## config.mk

```make
export PLATFORM = sky130hd
export DESIGN_NAME = vga_sprite_layer
export DESIGN_NICKNAME = d
export VERILOG_FILES = /design/src/rtl/vga_sprite_layer.sv
export SDC_FILE = /design/constraint.sdc
export NUM_CORES = 1
export LEC_CHECK = 0
export ABC_AREA = 1
export CORE_UTILIZATION = 30
export DETAILED_ROUTE_END_ITERATION = 6
export SLEW_MARGIN = 20
export SYNTH_ARGS = -nofsm -noshare
export SYNTH_HDL_FRONTEND = slang
export SYNTH_SLANG_ARGS = --single-unit
```

## constraint.sdc

```tcl
create_clock -name clk -period 3.1 [get_ports clk]
set_input_delay 0.62 -clock clk [delete_from_list [all_inputs] [get_ports clk]]
set_output_delay 0.62 -clock clk [all_outputs]
set_load 0.01 [all_outputs]
```

## src/rtl/vga_sprite_layer.sv

```systemverilog
// vga_sprite_layer: double-buffered object-layer renderer with per-frame player collision mask
module vga_sprite_layer #(
  parameter int N_OBJ   = 10,
  parameter int X_W     = 10,
  parameter int Y_W     = 9,
  parameter int CLASS_W = 2
) (
  input  logic                            clk,
  input  logic                            rst_n,
  input  logic                            frame_start,
  input  logic [N_OBJ-1:0]                obj_en,
  input  logic [N_OBJ-1:0][CLASS_W-1:0]   obj_class,
  input  logic [N_OBJ-1:0][X_W-1:0]       obj_left,
  input  logic [N_OBJ-1:0][X_W-1:0]       obj_right,
  input  logic [N_OBJ-1:0][Y_W-1:0]       obj_up,
  input  logic [N_OBJ-1:0][Y_W-1:0]       obj_down,
  input  logic [X_W-1:0]                  ply_left,
  input  logic [X_W-1:0]                  ply_right,
  input  logic [Y_W-1:0]                  ply_up,
  input  logic [Y_W-1:0]                  ply_down,
  input  logic                            pix_valid,
  input  logic [X_W-1:0]                  pix_x,
  input  logic [Y_W-1:0]                  pix_y,
  input  logic [11:0]                     bg_rgb,
  output logic                            out_valid,
  output logic [X_W-1:0]                  out_x,
  output logic [Y_W-1:0]                  out_y,
  output logic [11:0]                     rgb,
  output logic [4:0]                      hit_idx,
  output logic [N_OBJ-1:0]                coll_mask,
  output logic                            coll_any
);
  logic [N_OBJ-1:0]              en_q, en_d;
  logic [N_OBJ-1:0][CLASS_W-1:0] cls_q, cls_d;
  logic [N_OBJ-1:0][X_W-1:0]     lft_q, lft_d, rgt_q, rgt_d;
  logic [N_OBJ-1:0][Y_W-1:0]     upp_q, upp_d, dwn_q, dwn_d;
  logic [X_W-1:0]                pl_q, pl_d, pr_q, pr_d;
  logic [Y_W-1:0]                pu_q, pu_d, pd_q, pd_d;
  logic                          s1_valid_q, s1_valid_d, s1_ply_q, s1_ply_d;
  logic [X_W-1:0]                s1_x_q, s1_x_d;
  logic [Y_W-1:0]                s1_y_q, s1_y_d;
  logic [11:0]                   s1_bg_q, s1_bg_d;
  logic [N_OBJ-1:0]              s1_in_q, s1_in_d, s1_dx_q, s1_dx_d, s1_dy_q, s1_dy_d;
  logic [N_OBJ-1:0][CLASS_W-1:0] s1_cls_q, s1_cls_d;
  logic                          out_valid_q, out_valid_d, coll_any_q, coll_any_d;
  logic [X_W-1:0]                out_x_q, out_x_d;
  logic [Y_W-1:0]                out_y_q, out_y_d;
  logic [11:0]                   rgb_q, rgb_d, pal;
  logic [4:0]                    hit_q, hit_d, win;
  logic [N_OBJ-1:0]              pend_q, pend_d, coll_q, coll_d, contrib;
  logic [31:0]                   wc;
  logic                          wdx, wdy;
  // Shadow geometry: the active set only changes on a frame_start pulse, so mid-frame updates cannot tear
  always_comb begin
    en_d  = frame_start ? obj_en    : en_q;
    cls_d = frame_start ? obj_class : cls_q;
    lft_d = frame_start ? obj_left  : lft_q;
    rgt_d = frame_start ? obj_right : rgt_q;
    upp_d = frame_start ? obj_up    : upp_q;
    dwn_d = frame_start ? obj_down  : dwn_q;
    pl_d  = frame_start ? ply_left  : pl_q;
    pr_d  = frame_start ? ply_right : pr_q;
    pu_d  = frame_start ? ply_up    : pu_q;
    pd_d  = frame_start ? ply_down  : pd_q;
  end
  // Stage 1: per-slot containment plus bit 2 of the box-relative offset; class travels with the pixel
  always_comb begin
    s1_valid_d = pix_valid;
    s1_x_d     = pix_x;
    s1_y_d     = pix_y;
    s1_bg_d    = bg_rgb;
    s1_cls_d   = cls_q;
    s1_ply_d   = (pix_x >= pl_q) & (pix_x < pr_q) & (pix_y >= pu_q) & (pix_y < pd_q);
    for (int i = 0; i < N_OBJ; i++) begin
      s1_in_d[i] = en_q[i] & (pix_x >= lft_q[i]) & (pix_x < rgt_q[i]) & (pix_y >= upp_q[i]) & (pix_y < dwn_q[i]);
      s1_dx_d[i] = pix_x[2] ^ lft_q[i][2] ^ (pix_x[1:0] < lft_q[i][1:0]);
      s1_dy_d[i] = pix_y[2] ^ upp_q[i][2] ^ (pix_y[1:0] < upp_q[i][1:0]);
    end
  end
  // Stage 2: lowest-index priority, class palette, background fallback and collision accumulation
  always_comb begin
    win = '0;
    wc  = '0;
    wdx = 1'b0;
    wdy = 1'b0;
    for (int i = N_OBJ - 1; i >= 0; i--) begin
      if (s1_in_q[i]) begin
        win = 5'(i);
        wc  = 32'(s1_cls_q[i]);
        wdx = s1_dx_q[i];
        wdy = s1_dy_q[i];
      end
    end
    pal = wc == 32'd1 ? 12'hFFF :
          wc == 32'd2 ? (wdx ^ wdy ? 12'h070 : 12'h0A0) :
          wc == 32'd3 ? (wdy ? 12'h066 : 12'h0AA) : 12'h000;
    out_valid_d = s1_valid_q;
    out_x_d     = s1_x_q;
    out_y_d     = s1_y_q;
    rgb_d       = !s1_valid_q ? 12'h000 : |s1_in_q ? pal : s1_bg_q;
    hit_d       = (s1_valid_q & |s1_in_q) ? win : 5'd0;
    contrib     = s1_in_q & {N_OBJ{s1_ply_q & s1_valid_q}};
    pend_d      = frame_start ? '0 : pend_q | contrib;
    coll_d      = frame_start ? pend_q | contrib : coll_q;
    coll_any_d  = |coll_d;
  end
  // All state registers; reset leaves every slot disabled and the player box empty
  always_ff @(posedge clk or negedge rst_n) begin
    if (!rst_n) begin
      en_q <= '0; cls_q <= '0; lft_q <= '0; rgt_q <= '0; upp_q <= '0; dwn_q <= '0;
      pl_q <= '0; pr_q <= '0; pu_q <= '0; pd_q <= '0;
      s1_valid_q <= 1'b0; s1_x_q <= '0; s1_y_q <= '0; s1_bg_q <= '0; s1_ply_q <= 1'b0;
      s1_in_q <= '0; s1_dx_q <= '0; s1_dy_q <= '0; s1_cls_q <= '0;
      out_valid_q <= 1'b0; out_x_q <= '0; out_y_q <= '0; rgb_q <= '0; hit_q <= '0;
      pend_q <= '0; coll_q <= '0; coll_any_q <= 1'b0;
    end else begin
      en_q <= en_d; cls_q <= cls_d; lft_q <= lft_d; rgt_q <= rgt_d; upp_q <= upp_d; dwn_q <= dwn_d;
      pl_q <= pl_d; pr_q <= pr_d; pu_q <= pu_d; pd_q <= pd_d;
      s1_valid_q <= s1_valid_d; s1_x_q <= s1_x_d; s1_y_q <= s1_y_d; s1_bg_q <= s1_bg_d; s1_ply_q <= s1_ply_d;
      s1_in_q <= s1_in_d; s1_dx_q <= s1_dx_d; s1_dy_q <= s1_dy_d; s1_cls_q <= s1_cls_d;
      out_valid_q <= out_valid_d; out_x_q <= out_x_d; out_y_q <= out_y_d; rgb_q <= rgb_d; hit_q <= hit_d;
      pend_q <= pend_d; coll_q <= coll_d; coll_any_q <= coll_any_d;
    end
  end
  assign out_valid = out_valid_q;
  assign out_x     = out_x_q;
  assign out_y     = out_y_q;
  assign rgb       = rgb_q;
  assign hit_idx   = hit_q;
  assign coll_mask = coll_q;
  assign coll_any  = coll_any_q;
endmodule

```

Word-level counts from Yosys, hierarchy flattened
Index checks and enable logic that the tools add are counted.
- register bits: 589
- input bits: 483
- output and inout bits: 48
- logic and storage cells: 288
- reductions and logical operators: 2
- bitwise gates (word level): 88
- $lt $le $gt $ge: 64
- mux-type cells: 50
- equal/unequal tests: 3
- operators with widths (operator ; number):
    32-bit two-way mux ; 9
    10-bit greater-or-equal comparator ; 11
    10-bit less-than comparator ; 11
    9-bit greater-or-equal comparator ; 11
    9-bit less-than comparator ; 11
    32-bit by 2-bit == test with 1-bit output, second input constant ; 2
    1-bit bitwise AND ; 45
    5-bit two-way mux ; 9
    1-bit bitwise XOR ; 41
    2-bit less-than comparator ; 20
    12-bit two-way mux ; 3
    32-bit by 1-bit == test with 1-bit output, second input constant ; 1
    8-bit two-way mux ; 4
    1-bit two-way mux ; 20
    10-bit two-way mux ; 2
    10-bit OR reduction ; 2
    10-bit bitwise AND ; 1
    10-bit bitwise OR ; 1
    4-bit two-way mux ; 2
    2-bit two-way mux ; 1

Longest topological paths before layout
- depth after elaboration: 16
- mapped depth: 15
- mapped depth without buffers: 15

Worst setup path after synthesis
No wires, ideal clock.
- path type: input -> register
- start: input port pix_y[0]
- end: register s1_ply_q
- stages: 7
- setup time: 0.101 ns
- arrival time: 1.915 ns
- path slack: 1.084 ns
- required time: 2.999 ns
- path buffers: 1
- cell sequence: clkbuf_1 > inv_1 > ha_1 > nand4_1 > nor3b_1 > nor2_1 > nor4_1
- cells in the longest elaborated chain, start to end: 3
- elaborated cells between the ends (all ways): 4
- classes of those cells: 2 x order compare; 2 x bitwise
- RTL lines (what ; RTL line ; text):
    start: declaration ; 23 ; input logic [Y_W-1:0] pix_y,
    9-bit greater-or-equal comparator ; 73 ; s1_ply_d = (pix_x >= pl_q) & (pix_x < pr_q) & (pix_y >= pu_q) & (pix_y < pd_q);
    1-bit bitwise AND ; 73 ;
    1-bit bitwise AND * ; 73 ;
    via s1_ply_d ; 39 ; logic s1_valid_q, s1_valid_d, s1_ply_q, s1_ply_d;
    end signal: assignment ; 112 ; s1_valid_q <= 1'b0; s1_x_q <= '0; s1_y_q <= '0; s1_bg_q <= '0; s1_ply_q <= 1'b0;
    end signal: assignment ; 119 ; s1_valid_q <= s1_valid_d; s1_x_q <= s1_x_d; s1_y_q <= s1_y_d; s1_bg_q <= s1_bg_d; s1_ply_q <= s1_ply_d;
    end: declaration ; 39 ;
The timed path passes the listed nets; every way through them passes the cells marked *.
A chain may end at the register's enable or synchronous reset.

Worst setup path in the final report
- start: input port pix_x[0]
- end: register s1_in_q[8]
- cells in the longest elaborated chain, start to end: 5
- elaborated cells between the ends (all ways): 6
- classes of those cells: 2 x order compare; 4 x bitwise
- RTL lines (what ; RTL line ; text):
    start: declaration ; 22 ; input logic [X_W-1:0] pix_x,
    10-bit greater-or-equal comparator ; 75 ; s1_in_d[i] = en_q[i] & (pix_x >= lft_q[i]) & (pix_x < rgt_q[i]) & (pix_y >= upp_q[i]) & (pix_y < dwn_q[i]);
    1-bit bitwise AND ; 75 ;
    1-bit bitwise AND * (3 in series) ; 75 ;
    via s1_in_d[8] ; 43 ; logic [N_OBJ-1:0] s1_in_q, s1_in_d, s1_dx_q, s1_dx_d, s1_dy_q, s1_dy_d;
    end signal: assignment ; 113 ; s1_in_q <= '0; s1_dx_q <= '0; s1_dy_q <= '0; s1_cls_q <= '0;
    end signal: assignment ; 120 ; s1_in_q <= s1_in_d; s1_dx_q <= s1_dx_d; s1_dy_q <= s1_dy_d; s1_cls_q <= s1_cls_d;
    end: declaration ; 43 ;
Marks and branches as above.

==> metrics.md <==
| Metric | Value |
|---|---|
| Run status | finished clean |
| Sum of internal, switching and leakage power | 21.6 mW |
| Top post-synthesis cells by count | sky130_fd_sc_hd__nand2_1 (839), sky130_fd_sc_hd__dfrtp_1 (588), sky130_fd_sc_hd__o21ai_0 (485) |
| Count of yosys warnings during synthesis | 0 |
| Switching pwr | 6.21 mW |
| Average routed wire per standard cell | 19.0 um |
| Kind of start point of the critical path | primary input |
| Number of instances in the placed design | 5,353 |
| Number of failing setup endpoints in the final timing report | 0 |
| Number of detailed-route iterations in the first pass | 5 |
| CTS Sinks | 588 |
| CP endpoint kind | register |
| Count of max-cap constraint violations | 0 |
| Setup repair after global routing missed its margin | no |
| Worst slew slack as a fraction of its limit | 0.398 |
| Power per unit of standard cell area | 534 nW/um2 |
| Net Count, Synth | 4,369 |
| Final max-slew violation count | 0 |
| All-Layer GR Usage | 0.201 |
| CTS root buffer | sky130_fd_sc_hd__clkbuf_16 |
| Hold WC Path Type | primary input to register |
| Share of the yosys chip area belonging to registers | 0.479 |
| Drt total wl | 104 mm |
| Post-synthesis sequential element count | 588 |
| Dpl hpwl | 77.5 mm |
| Share of the clock period used by the worst path after layout | 0.820 |
| Final ANT Viol Nets | 0 |
| Number of design rule violations left after detail routing | 0 |
| Internal power | 15.4 mW |
| Routability congestion estimate from global placement | 0.846 |
| Share of power burned in registers | 0.402 |
| Post-route insts no fill | 5,484 |
| Largest buffer count on any clock path | 3 |
| Die ar. | 104,000 um2 |
| Required time at the endpoint of the critical path | 3630 ps |
| Arrival @ worst endpoint | 3070 ps |
| Routed vias | 25.5k |
| Static power due to leakage | 19.3 nW |
| Via-to-Cell Ratio | 4.65 |
| Number of hold-slack violations in the final timing report | 0 |
| Net switching fraction of the power | 0.288 |
| Post-Route Setup TNS | 0 ps |
| Total placed instance area | 38,000 um2 |
| Largest net degree at the start of global routing | 168 |
| Wire length of the first global-routing pass | 155 mm |
| Worst Max-Slew Pin Slew | 903 ps |
| Peak supply drop | 0.332 mV |
| Biggest fanout along the worst timing path | 7 |
| Post-synthesis cell type count | 37 |
| Core area | 102,000 um2 |
| Number of instances in the synthesized netlist | 3,490 |
| Fin crit period | 2540 ps |
| Commonest register cell after synthesis | sky130_fd_sc_hd__dfrtp_1 |
| Setup skew after layout | 26.2 ps |
| Area leader, netlist | sky130_fd_sc_hd__dfrtp_1 |
| CTS buffer count | 70 |
| Source-to-sink clock delay at the later pin of the worst-skew pair | 640 ps |
| Proportion of layout cells with a drive suffix above 1 | 0.0567 |
| Antenna violations before repair | 24 |
| Setup slack at placement | -175 ps |
| Number of top-level pins | 531 |
| Post-layout utilization of the core | 0.397 |
| Total number of H-tree levels | 3 |
| Die H | 322 um |
| Fin area | 40,400 um2 |
| Layout overhead on the synthesized area | 31.4% |
| Effective utilization at floorplan | 0.302 |
| Clock power share | 0.402 |
| Fraction of registers with async set/reset | 1.00 |
| Final global-route overflow total | 0 |
| Synthesized area | 30,700 um2 |
| Clk pin slew, worst setup/hold paths | 60 ps |
| Number of nets in the finished design | 4,937 |
| Synth top area share | 0.479 |
| Max frequency | 393 MHz |
| Via count of the first global-routing pass | 25.3k |
| Die boundary width | 322 um |
| Most frequent cell after synthesis | sky130_fd_sc_hd__nand2_1 |
| Post-Syn Area per Cell | 8.81 um2 |
| Post-synth EDFFs | 0 |
| Worst-case setup margin in the final layout | 557 ps |
| WS Path Type | primary input to register |
| Number of DRC markers in iteration 0 | 1,721 |
| Clock tree from TritonCTS | built |
| Hold Slack | 233 ps |
| Top area cells in the synthesized netlist | sky130_fd_sc_hd__dfrtp_1 (48%), sky130_fd_sc_hd__ha_1 (16%), sky130_fd_sc_hd__nand2_1 (10%), sky130_fd_sc_hd__o21ai_0 (7.9%), sky130_fd_sc_hd__inv_1 (5.9%) |
| Number of standard-cell rows in the floorplan | 117 |
| I/O Buffers | 529 |
| Proportion of power drawn by combinational gates | 0.196 |
==> registers in the layout, summed over array words and instances, names as in the netlist, 12 cells and up <==
| name | count |
|---|---|
| lft_q | 100 |
| upp_q | 90 |
| rgb | 12 |
| s1_cls_q | 20 |
| cls_q | 20 |
| rgt_q | 100 |
| s1_bg_q | 12 |
| dwn_q | 90 |
==> power by group through the flow <==
| stage | Clock [mW] | Combinational (mW) | Sequential [mW] |
|---|---|---|---|
| 3_3_place_gp | 0 | 4.18 | 8.82 |
| 6_report | 8.68 | 4.22 | 8.67 |
| 3_5_place_dp | 0 | 4.26 | 8.82 |
| 4_1_cts | 8.91 | 4.29 | 8.69 |
| 2_1_floorplan | 0 | 2.18 | 8.71 |
| 5_1_grt | 9.24 | 4.81 | 8.75 |
==> per-layer routing <==
| metal | wire [um] | GRT usage | part of all wire | up-vias |
|---|---|---|---|---|
| met5 | 207 | 0 | 0.0020 | - |
| met4 | 2480 | 0.0568 | 0.024 | 32 |
| met3 | 7660 | 0.0493 | 0.073 | 158 |
| met2 | 46900 | 0.320 | 0.45 | 698 |
| met1 | 47100 | 0.270 | 0.45 | 12000 |
| li1 | - | - | - | 12600 |
==> critical path, cell delays in order <==
cell and delay (ps):
sky130_fd_sc_hd__clkdlybuf4s50_1 520, sky130_fd_sc_hd__inv_1 240, sky130_fd_sc_hd__buf_4 260, sky130_fd_sc_hd__ha_1 200, sky130_fd_sc_hd__o21bai_1 220, sky130_fd_sc_hd__nand3_1 90
sky130_fd_sc_hd__and3_1 190, sky130_fd_sc_hd__o41ai_1 80, sky130_fd_sc_hd__nand4_1 380, sky130_fd_sc_hd__nor3_1 260
==> layout make-up <==
cell class              count  area (um2)
fillers                 10200       61400
flip-flops and latches    588       14700
multi-input cells        2306       13700
repair buffers            605        6010
clock buffers             102        2090
inverters                 487        1830
well taps                1368        1710
clock inverters            24         302
diodes                      4        10.0
==> cell usage in the layout, fill, tap and decap left out, drive strengths merged <==
cell type	n
nand2	848
dfrtp	588
clkdlybuf4s50	510
o21ai	493
inv	489
ha	396
a21oi	213
nor2	138
clkbuf	102
buf	94
nand3	43
nand4	43
o2111ai	23
o211ai	15
clkinv	14
nor3	12
o21bai	10
xor2	10
xnor2	10
o21a	9
and3	8
o41ai	8
nor4	7
o22ai	6
bufinv	6
or2	5
diode	4
a211oi	3
nand3b	2
clkinvlp	2
a21boi	1
nor3b	1
a31oi	1
conb	1
dlygate4sd3	1
==> final timing paths <==
check / from / to / slack [ps] / cells after the start
max reg2reg: s1_in_q[7] / rgb[6] / 830 / 7
max: pix_x[0] / s1_in_q[8] / 560 / 10
min: pix_y[4] / out_y_d[4] / 230 / 1
min in group asynchronous: rst_n / lft_q[6] / 510 / 2
min reg2reg: out_y_d[1] / out_y[1] / 350 / 0
max in group asynchronous: rst_n / rgt_q[58] / 1630 / 3
==> timing repair <==
item,CTS,global route
resized for setup,0,0
hold buffers,1,0
hold endpoints to repair,37,0
setup buffers,0,0
==> logic make-up after synthesis <==
group / synth area share
xor+xnor: 0.00570
buf+inv: 0.0753
flops: 0.479
simple gates: 0.144
fa+ha+maj: 0.161
other cells: 0.000122
compound gates: 0.135
No activity file was read; power rests on OpenSTA's default activity.
